### src/rtl/imm_encoder.sv
// RV32I immediate encoder: packs immediate and register/funct fields into an
// instruction word of the selected format, buffered in a 2-entry output FIFO.
module imm_encoder #(
    parameter int CNT_W    = 16,
    parameter int ERRCNT_W = 8
) (
    input  logic                i_clk,
    input  logic                i_reset_n,
    input  logic                i_valid,
    output logic                o_ready,
    input  logic [2:0]          i_imm_sel,
    input  logic [31:0]         i_imm,
    input  logic [6:0]          i_opcode,
    input  logic [4:0]          i_rd,
    input  logic [4:0]          i_rs1,
    input  logic [4:0]          i_rs2,
    input  logic [2:0]          i_funct3,
    output logic                o_valid,
    input  logic                i_ready,
    output logic [31:0]         o_inst,
    output logic                o_err,
    output logic [CNT_W-1:0]    o_enc_cnt,
    output logic [ERRCNT_W-1:0] o_err_cnt
);

    localparam logic [31:0] NOP = 32'h0000_0013;

    // Returns {err, inst}; rejected requests carry a NOP so the word is always executable.
    function automatic logic [32:0] encode(
        input logic [2:0]  sel,
        input logic [31:0] imm,
        input logic [6:0]  op,
        input logic [4:0]  rd,
        input logic [4:0]  rs1,
        input logic [4:0]  rs2,
        input logic [2:0]  f3
    );
        logic        bad;
        logic [31:0] inst;
        bad  = 1'b0;
        inst = NOP;
        case (sel)
            3'b000: begin
                bad  = !((&imm[31:11]) || !(|imm[31:11]));
                inst = {imm[11:0], rs1, f3, rd, op};
            end
            3'b001: begin
                bad  = !((&imm[31:11]) || !(|imm[31:11]));
                inst = {imm[11:5], rs2, rs1, f3, imm[4:0], op};
            end
            3'b010: begin
                bad  = !((&imm[31:12]) || !(|imm[31:12])) || imm[0];
                inst = {imm[12], imm[10:5], rs2, rs1, f3, imm[4:1], imm[11], op};
            end
            3'b011: begin
                bad  = !((&imm[31:20]) || !(|imm[31:20])) || imm[0];
                inst = {imm[20], imm[10:1], imm[11], imm[19:12], rd, op};
            end
            3'b100, 3'b101: begin
                bad  = |imm[11:0];
                inst = {imm[31:12], rd, op};
            end
            default: bad = 1'b1;
        endcase
        if (bad) inst = NOP;
        return {bad, inst};
    endfunction

    logic [32:0]         mem0_q, mem0_d;
    logic [32:0]         mem1_q, mem1_d;
    logic                wr_ptr_q, wr_ptr_d;
    logic                rd_ptr_q, rd_ptr_d;
    logic [1:0]          count_q, count_d;
    logic [CNT_W-1:0]    enc_cnt_q, enc_cnt_d;
    logic [ERRCNT_W-1:0] err_cnt_q, err_cnt_d;
    logic [32:0]         entry;
    logic                push, pop;

    assign o_ready   = (count_q != 2'd2);
    assign o_valid   = (count_q != 2'd0);
    assign {o_err, o_inst} = rd_ptr_q ? mem1_q : mem0_q;
    assign o_enc_cnt = enc_cnt_q;
    assign o_err_cnt = err_cnt_q;

    assign entry = encode(i_imm_sel, i_imm, i_opcode, i_rd, i_rs1, i_rs2, i_funct3);
    assign push  = i_valid && o_ready;
    assign pop   = o_valid && i_ready;

    always_comb begin
        mem0_d    = mem0_q;
        mem1_d    = mem1_q;
        wr_ptr_d  = wr_ptr_q;
        rd_ptr_d  = rd_ptr_q;
        count_d   = count_q;
        enc_cnt_d = enc_cnt_q;
        err_cnt_d = err_cnt_q;
        if (push) begin
            if (wr_ptr_q) mem1_d = entry;
            else          mem0_d = entry;
            wr_ptr_d = !wr_ptr_q;
            if (!entry[32])       enc_cnt_d = enc_cnt_q + 1'b1;
            else if (!(&err_cnt_q)) err_cnt_d = err_cnt_q + 1'b1;
        end
        if (pop) rd_ptr_d = !rd_ptr_q;
        // Push and pop together leave the occupancy unchanged.
        case ({push, pop})
            2'b10:   count_d = count_q + 2'd1;
            2'b01:   count_d = count_q - 2'd1;
            default: count_d = count_q;
        endcase
    end

    always_ff @(posedge i_clk or negedge i_reset_n) begin
        if (!i_reset_n) begin
            mem0_q    <= '0;
            mem1_q    <= '0;
            wr_ptr_q  <= 1'b0;
            rd_ptr_q  <= 1'b0;
            count_q   <= 2'd0;
            enc_cnt_q <= '0;
            err_cnt_q <= '0;
        end else begin
            mem0_q    <= mem0_d;
            mem1_q    <= mem1_d;
            wr_ptr_q  <= wr_ptr_d;
            rd_ptr_q  <= rd_ptr_d;
            count_q   <= count_d;
            enc_cnt_q <= enc_cnt_d;
            err_cnt_q <= err_cnt_d;
        end
    end

endmodule

### config.mk
export PLATFORM = sky130hd
export DESIGN_NAME = imm_encoder
export DESIGN_NICKNAME = d
export VERILOG_FILES = /design/src/rtl/imm_encoder.sv
export SDC_FILE = /design/constraint.sdc
export NUM_CORES = 1
export LEC_CHECK = 0
export ABC_CLOCK_PERIOD_IN_PS = 2260
export BUFFER_PORTS_ARGS = -buffer_cell sky130_fd_sc_hd__buf_2
export CAP_MARGIN = 20
export CORE_MARGIN = 4
export CORE_UTILIZATION = 50
export DETAILED_ROUTE_END_ITERATION = 12
export GPL_ROUTABILITY_DRIVEN = 0
export PLACE_DENSITY = 0.82
export SYNTH_ARGS = -nofsm -noshare
export SYNTH_HDL_FRONTEND = slang
export SYNTH_SLANG_ARGS = --single-unit
### constraint.sdc
create_clock -name i_clk -period 2.26 [get_ports i_clk]
set_input_delay 0.226 -clock i_clk [delete_from_list [all_inputs] [get_ports i_clk]]
set_output_delay 0.226 -clock i_clk [all_outputs]
set_load 0.01 [all_outputs]
==> results of run 1 <==
routing by layer:
| layer | GRT usage (%) | share of wire (%) | vias to the layer above |
|---|---|---|---|
| met5 | 0 | 0 | - |
| met4 | 6.67 | 1.5 | 0 |
| met3 | 3.60 | 4.8 | 16 |
| met2 | 37.4 | 50 | 136 |
| met1 | 31.2 | 44 | 2134 |
| li1 | - | - | 2115 |
power groups by stage:
stage	clock network [mW]	logic [mW]	registers, mW
4_1_cts	1.25	1.43	1.97
3_3_place_gp	0	1.38	1.99
6_report	1.23	1.42	1.98
2_1_floorplan	0	0.857	2.00
5_1_grt	1.33	1.55	2.00
3_5_place_dp	0	1.42	2.01
critical path: stages:
cell	delay (ps)
buf_2	110
or4_1	520
nor2_1	210
a31oi_1	130
a211oi_2	300
nor3_2	150
buf_6	180
and3_1	190
mux2_2	270
cell usage in the layout, fill, tap and decap left out, types with 3 or more instances in the layout:
cell type,n
a21oi_1,21
a22oi_1,7
clkbuf_8,10
xnor2_1,10
nand4_1,13
xor2_1,17
ha_1,3
buf_2,121
o22ai_1,8
nor4_1,6
o31ai_1,12
dfrtp_1,94
a22o_1,6
nor2_1,12
nor2b_1,9
nand2_1,108
buf_12,4
o21ai_0,60
buf_4,37
clkbuf_1,3
nand3_1,7
mux2i_1,18
and3_1,6
mux2_2,35
and2_1,3
inv_1,3
nor3_1,9
cell families (layout without fill, tap and decap cells):
logic type	Yosys count	after routing	synth area share [%]
adders and majority gates	3	3	0.759
DFF	94	94	47.6
muxes	53	53	11.6
xor gates and xnor gates	27	27	4.78
and+or+nand+nor	186	186	17.9
AOI/OAI and AO/OA	119	119	14.0
buffers and inverters	40	183	3.39
layout make-up:
class	instances	area, µm²
Clock buffer	13	149
Clock inverter	3	67.6
Fill cell	774	3520
Inverter	3	11.3
Multi-Input combinational cell	388	2430
Sequential cell	94	2350
Tap cell	133	166
Timing Repair Buffer	164	985
registers in the layout, summed over array words and instances, names as in the netlist:
name / flops
count_q: 2
wr_ptr_q: 1
mem0_q: 33
o_enc_cnt: 16
rd_ptr_q: 1
o_err_cnt: 8
mem1_q: 33
through the flow:
step	setup TNS, ps	power, mW	cells	cell area [µm²]	worst slack, ps
after detailed placement	-3710	3.43	781	5940	-138
after global routing	0	4.88	798	6170	109
final	0	4.63	798	6170	216
after global placement	-5260	3.37	780	5930	-372
after CTS	0	4.65	798	6170	243
after floorplan	0	2.86	522	4940	334
path summary, 6_finish.rpt:
path | startpoint | end | slack [ps] | cells past startpoint
worst max-delay path | i_imm[12] | o_err_cnt[1] | 220 | 9
worst min-delay path | i_opcode[2] | mem0_q[2] | 130 | 3
worst max register to register | count_q[0] | o_enc_cnt[14] | 430 | 8
worst min register to register | o_enc_cnt[15] | o_enc_cnt[15] | 470 | 1
max in group asynchronous | i_reset_n | mem0_q[7] | 1180 | 3
min in group asynchronous | i_reset_n | o_enc_cnt[7] | 380 | 2
timing repair:
action,4_1_cts,5_1_grt
hold buffers,1,0
hold endpoints to repair,38,0
buffers inserted,0,0
==> results.py, run 1 <==
metrics = {
    "outcome": {
        "status": "finished clean",
    },
    "finish": {
        "num_antenna_cells": 0,
        "syn2layout_area_growth_pct": 24.7,
        "final_util_pct": 63.7,
        "nNetsFinal": 727,
        "drive_gt1_share_pct": 32.9,
    },
    "cts": {
        "insertion_delay_ps": 360,
        "cts-root-buf": "clkbuf_8",
        "htreeDepth": 3,
        "cts_tree": "yes",
        "cts_resized": 0,
        "cts_buffer_depth": 2,
        "cts_buffers": 9,
        "cts_sinks": 94,
        "cts.clk_slew.worst_paths_ps": 100,
    },
    "timing": {
        "rsz0062_at_grt": "false",
        "clock_skew_ps": 17.3,
        "max_slew_margin_pct": 60.2,
        "setup_viol": 0,
        "hold_viol_final": 0,
        "fmax_mhz": 489,
        "whs_ps": 131,
        "fin_crit_sh_pct": 90.4,
        "slew_violations": 0,
        "worst_pin_slew_ps": 593,
        "min_period_ps": 2040,
    },
    "route": {
        "vias": 4401,
        "dr.pass1.iters": 4,
        "wl_um": 12800,
        "wire_per_inst_um": 16.0,
        "postRouteAntennaNets": 0,
        "drt-initial-drc-count": 260,
        "vias_per_cell": 5.52,
        "drc_errors": 0,
    },
    "global_routing": {
        "track_usage_pct": 22.7,
        "grt_pass1_wl_um": 20900,
        "grt_max_degree": 67,
        "grt-ovfl-total": 0,
        "first_global_vias": 4357,
        "antenna_found_initial": 0,
    },
    "pwr": {
        "share_comb_of_total_power_pct": 30.7,
        "p_seq_share_pct": 42.7,
        "leakage_nw": 3.09,
        "switching_power_mw": 1.51,
        "clkPwrFrac_pct": 26.5,
        "worst_ir_drop_vdd_mv": 0.473,
        "netSwitchingFraction_pct": 32.6,
        "p_per_area_nw_per_um2": 750,
        "p_int_mw": 3.12,
    },
    "critical_path": {
        "end_kind": "flip-flop",
        "critPathArrivalTime_ps": 2300,
        "path_class": "primary input to flip-flop",
        "crit_required_ps": 2510,
        "cp-start-kind": "primary input",
        "path_max_fanout": 14,
    },
    "yosys": {
        "yosys-top-cells-area": "dfrtp_1 (48%), nand2_1 (8.3%), mux2_2 (8.0%), o21ai_0 (6.1%), mux2i_1 (3.6%)",
        "yosys_warnings": 0,
        "yosysTopAreaCellShare_pct": 47.6,
        "synth.avg_cell_area_um2": 9.47,
        "ys.flop_type": "dfrtp_1",
        "synth_edf_count": 0,
        "synth_common_cells": "nand2_1 (109), dfrtp_1 (94), o21ai_0 (60)",
        "synth_fp_nets": 589,
        "synthCells": 522,
        "yosys.cell_count.top_type": "nand2_1",
        "synth_cell_types": 40,
        "synth-seq-cells": 94,
        "synth_async_sr_flop_share_pct": 100,
        "seq_area_frac_synth_pct": 47.6,
        "synth.cell_area_um2": 4940,
        "yosysTopAreaCell": "dfrtp_1",
    },
    "floorplan": {
        "core-area_um2": 9680,
        "chipHeight_um": 107,
        "dieArea_um2": 11500,
        "start_util_pct": 51.1,
        "die_w_um": 107,
        "rows": 36,
        "boundaryPins": 123,
    },
    "placement": {
        "hpwl_um": 9570,
        "io_buffer_count": 122,
    },
    "run": {
        "cap_viol_max_count": 0,
    },
    "worst_hold_path": {
        "hold_path_class": "primary input to flip-flop",
    },
}
Power figures use the tool's default switching activity.
==> inputs of run 2 (changes only) <==
==> constraint.sdc (replaced) <==
create_clock -name i_clk -period 2.26 [get_ports i_clk]
set_input_delay 0.452 -clock i_clk [delete_from_list [all_inputs] [get_ports i_clk]]
set_output_delay 0.452 -clock i_clk [all_outputs]
set_load 0.01 [all_outputs]
==> run 2 against run 1 <==
Against the previous run:
- clock skew is 6.5 ps lower
- flip-flop and latch count stayed put
- count of clock-buffer cells in the layout down 2
- final cell count rose by 0.50%
- routed wire length is 1.6% higher
- first-iteration DRC count grew 3.1%
- non-clock buffer count up 4
- total power fell by 4.4%
- maximum frequency fell by 8.5%
- via count up 1.5%
- global-route usage is 0.40 points higher
- critical path depth fell by 1
==> results.py, run 2 (synthesis results as in run 1) <==
metrics = {
    "outcome": {
        "status": "finished clean",
    },
    "finish": {
        "mostFrequentLayoutCells": "buf_2 (121), nand2_1 (108), dfrtp_1 (94)",
        "drive_gt1_share_pct": 34.2,
        "stdcell_count": 802,
        "final_util_pct": 63.8,
        "nNetsFinal": 731,
        "final_common_cell": "buf_2",
        "syn2layout_area_growth_pct": 25.0,
        "num_antenna_cells": 0,
    },
    "floorplan": {
        "boundaryPins": 123,
        "core-area_um2": 9680,
        "start_util_pct": 51.1,
        "dieArea_um2": 11500,
        "chipHeight_um": 107,
        "rows": 36,
        "die_w_um": 107,
    },
    "route": {
        "drc_errors": 0,
        "drt-initial-drc-count": 268,
        "postRouteAntennaNets": 0,
        "wire_per_inst_um": 16.2,
        "vias": 4466,
        "vias_per_cell": 5.57,
        "dr.pass1.iters": 5,
        "wl_um": 13000,
    },
    "pwr": {
        "p_per_area_nw_per_um2": 716,
        "worst_ir_drop_vdd_mv": 0.417,
        "leakage_nw": 3.09,
    },
    "cts": {
        "cts_buffer_depth": 2,
        "cts_sinks": 94,
        "postCtsSetupRepairBufs": 0,
        "htreeDepth": 3,
        "cts.clk_slew.worst_paths_ps": 100,
        "cts-root-buf": "clkbuf_8",
        "insertion_delay_ps": 360,
        "cts_buffers": 9,
        "cts_tree": "yes",
    },
    "placement": {
        "dp.cells": 786,
        "hpwl_um": 9720,
        "io_buffer_count": 122,
    },
    "critical_path": {
        "path_max_fanout": 14,
        "path_delay_family": "simple AND/OR/NAND/NOR gates",
        "critPathArrivalTime_ps": 2490,
        "path_class": "primary input to flip-flop",
        "cpMaxStageDelayCell": "or4_1",
        "cpPeakStageDelay_ps": 560,
        "crit_buf_inv": 2,
        "end_kind": "flip-flop",
        "cp-start-kind": "primary input",
        "cp_cell_sequence": "buf_2 > or4_1 > nor2_2 > a31oi_1 > a211oi_2 > nor3_4 > buf_4 > o31ai_1",
        "crit_required_ps": 2520,
    },
    "timing": {
        "hold_viol_final": 0,
        "max_slew_margin_pct": 52.5,
        "fin_crit_sh_pct": 98.8,
        "slew_violations": 0,
        "fmax_mhz": 448,
        "rsz0062_at_grt": "true",
        "setup_viol": 0,
        "min_period_ps": 2230,
        "clock_skew_ps": 10.8,
        "worst_pin_slew_ps": 710,
    },
    "global_routing": {
        "grt_pass1_wl_um": 21200,
        "track_usage_pct": 23.1,
        "first_global_vias": 4452,
        "antenna_found_initial": 0,
        "grt_max_degree": 67,
        "grt-ovfl-total": 0,
    },
    "run": {
        "cap_viol_max_count": 0,
    },
    "worst_hold_path": {
        "hold_path_class": "primary input to asynchronous set/reset pin",
    },
}
[run 2: changes by cell type in the layout (fill, tap and decap cells not counted), sizes merged, moves of 2 or more]
cell    previous run  this run
buf              163       168
bufinv             2         0
clkbuf            13        11
clkinv             0         2
[run 2: stage by stage]
stage                     hold slack (ps)  TNS [ps]  instance area [µm²]  power (mW)  setup slack (ps)
after floorplan                       156         0                 4940        2.86               108
after global placement                409    -19660                 5990        3.39              -429
after detailed placement              416    -30150                 5990        3.44              -598
after CTS                            12.9         0                 6170        4.46              61.0
after global routing                 25.5     -33.7                 6180        4.68             -11.5
final                                18.2         0                 6180        4.42              26.4
[run 2: where the power goes]
group | internal, mW | switching, mW | total, mW
combinational | 0.614 | 0.815 | 1.43
sequential | 1.85 | 0.125 | 1.97
clock | 0.431 | 0.588 | 1.02
total | 2.89 | 1.53 | 4.42
[run 2: layout make-up]
cell class	instances	area (µm²)
clock buffer	11	141
clock inverter	5	33.8
fill	785	3500
inverter	3	11.3
multi-input combinational	388	2450
sequential	94	2350
tap	133	166
timing repair buffer	168	1020
[run 2: path summary, 6_finish.rpt]
| check | end | slack, ps | start | depth (start not counted) |
|---|---|---|---|---|
| max | mem0_q[27] | 30 | i_imm[13] | 8 |
| min | o_enc_cnt[11] | 20 | i_reset_n | 1 |
| max reg2reg | o_enc_cnt[14] | 420 | count_q[0] | 8 |
| min reg2reg | mem1_q[9] | 480 | mem1_q[9] | 2 |
| max in group asynchronous | mem1_q[0] | 1580 | i_reset_n | 2 |
| min in group i_clk | mem0_q[3] | 350 | i_opcode[3] | 3 |
[run 2: metal layers]
layer	wire length, µm	vias to the layer above	GRT usage, %
met5	0	-	0
met4	335	0	8.93
met3	779	26	4.38
met2	6350	163	37.8
met1	5520	2153	30.5
li1	-	2124	-
[run 2: what timing repair did]
action	in CTS	in global routing
hold buffers	0	0
pin swaps	0	1
gates resized for setup	2	2
setup endpoints to repair	9	54
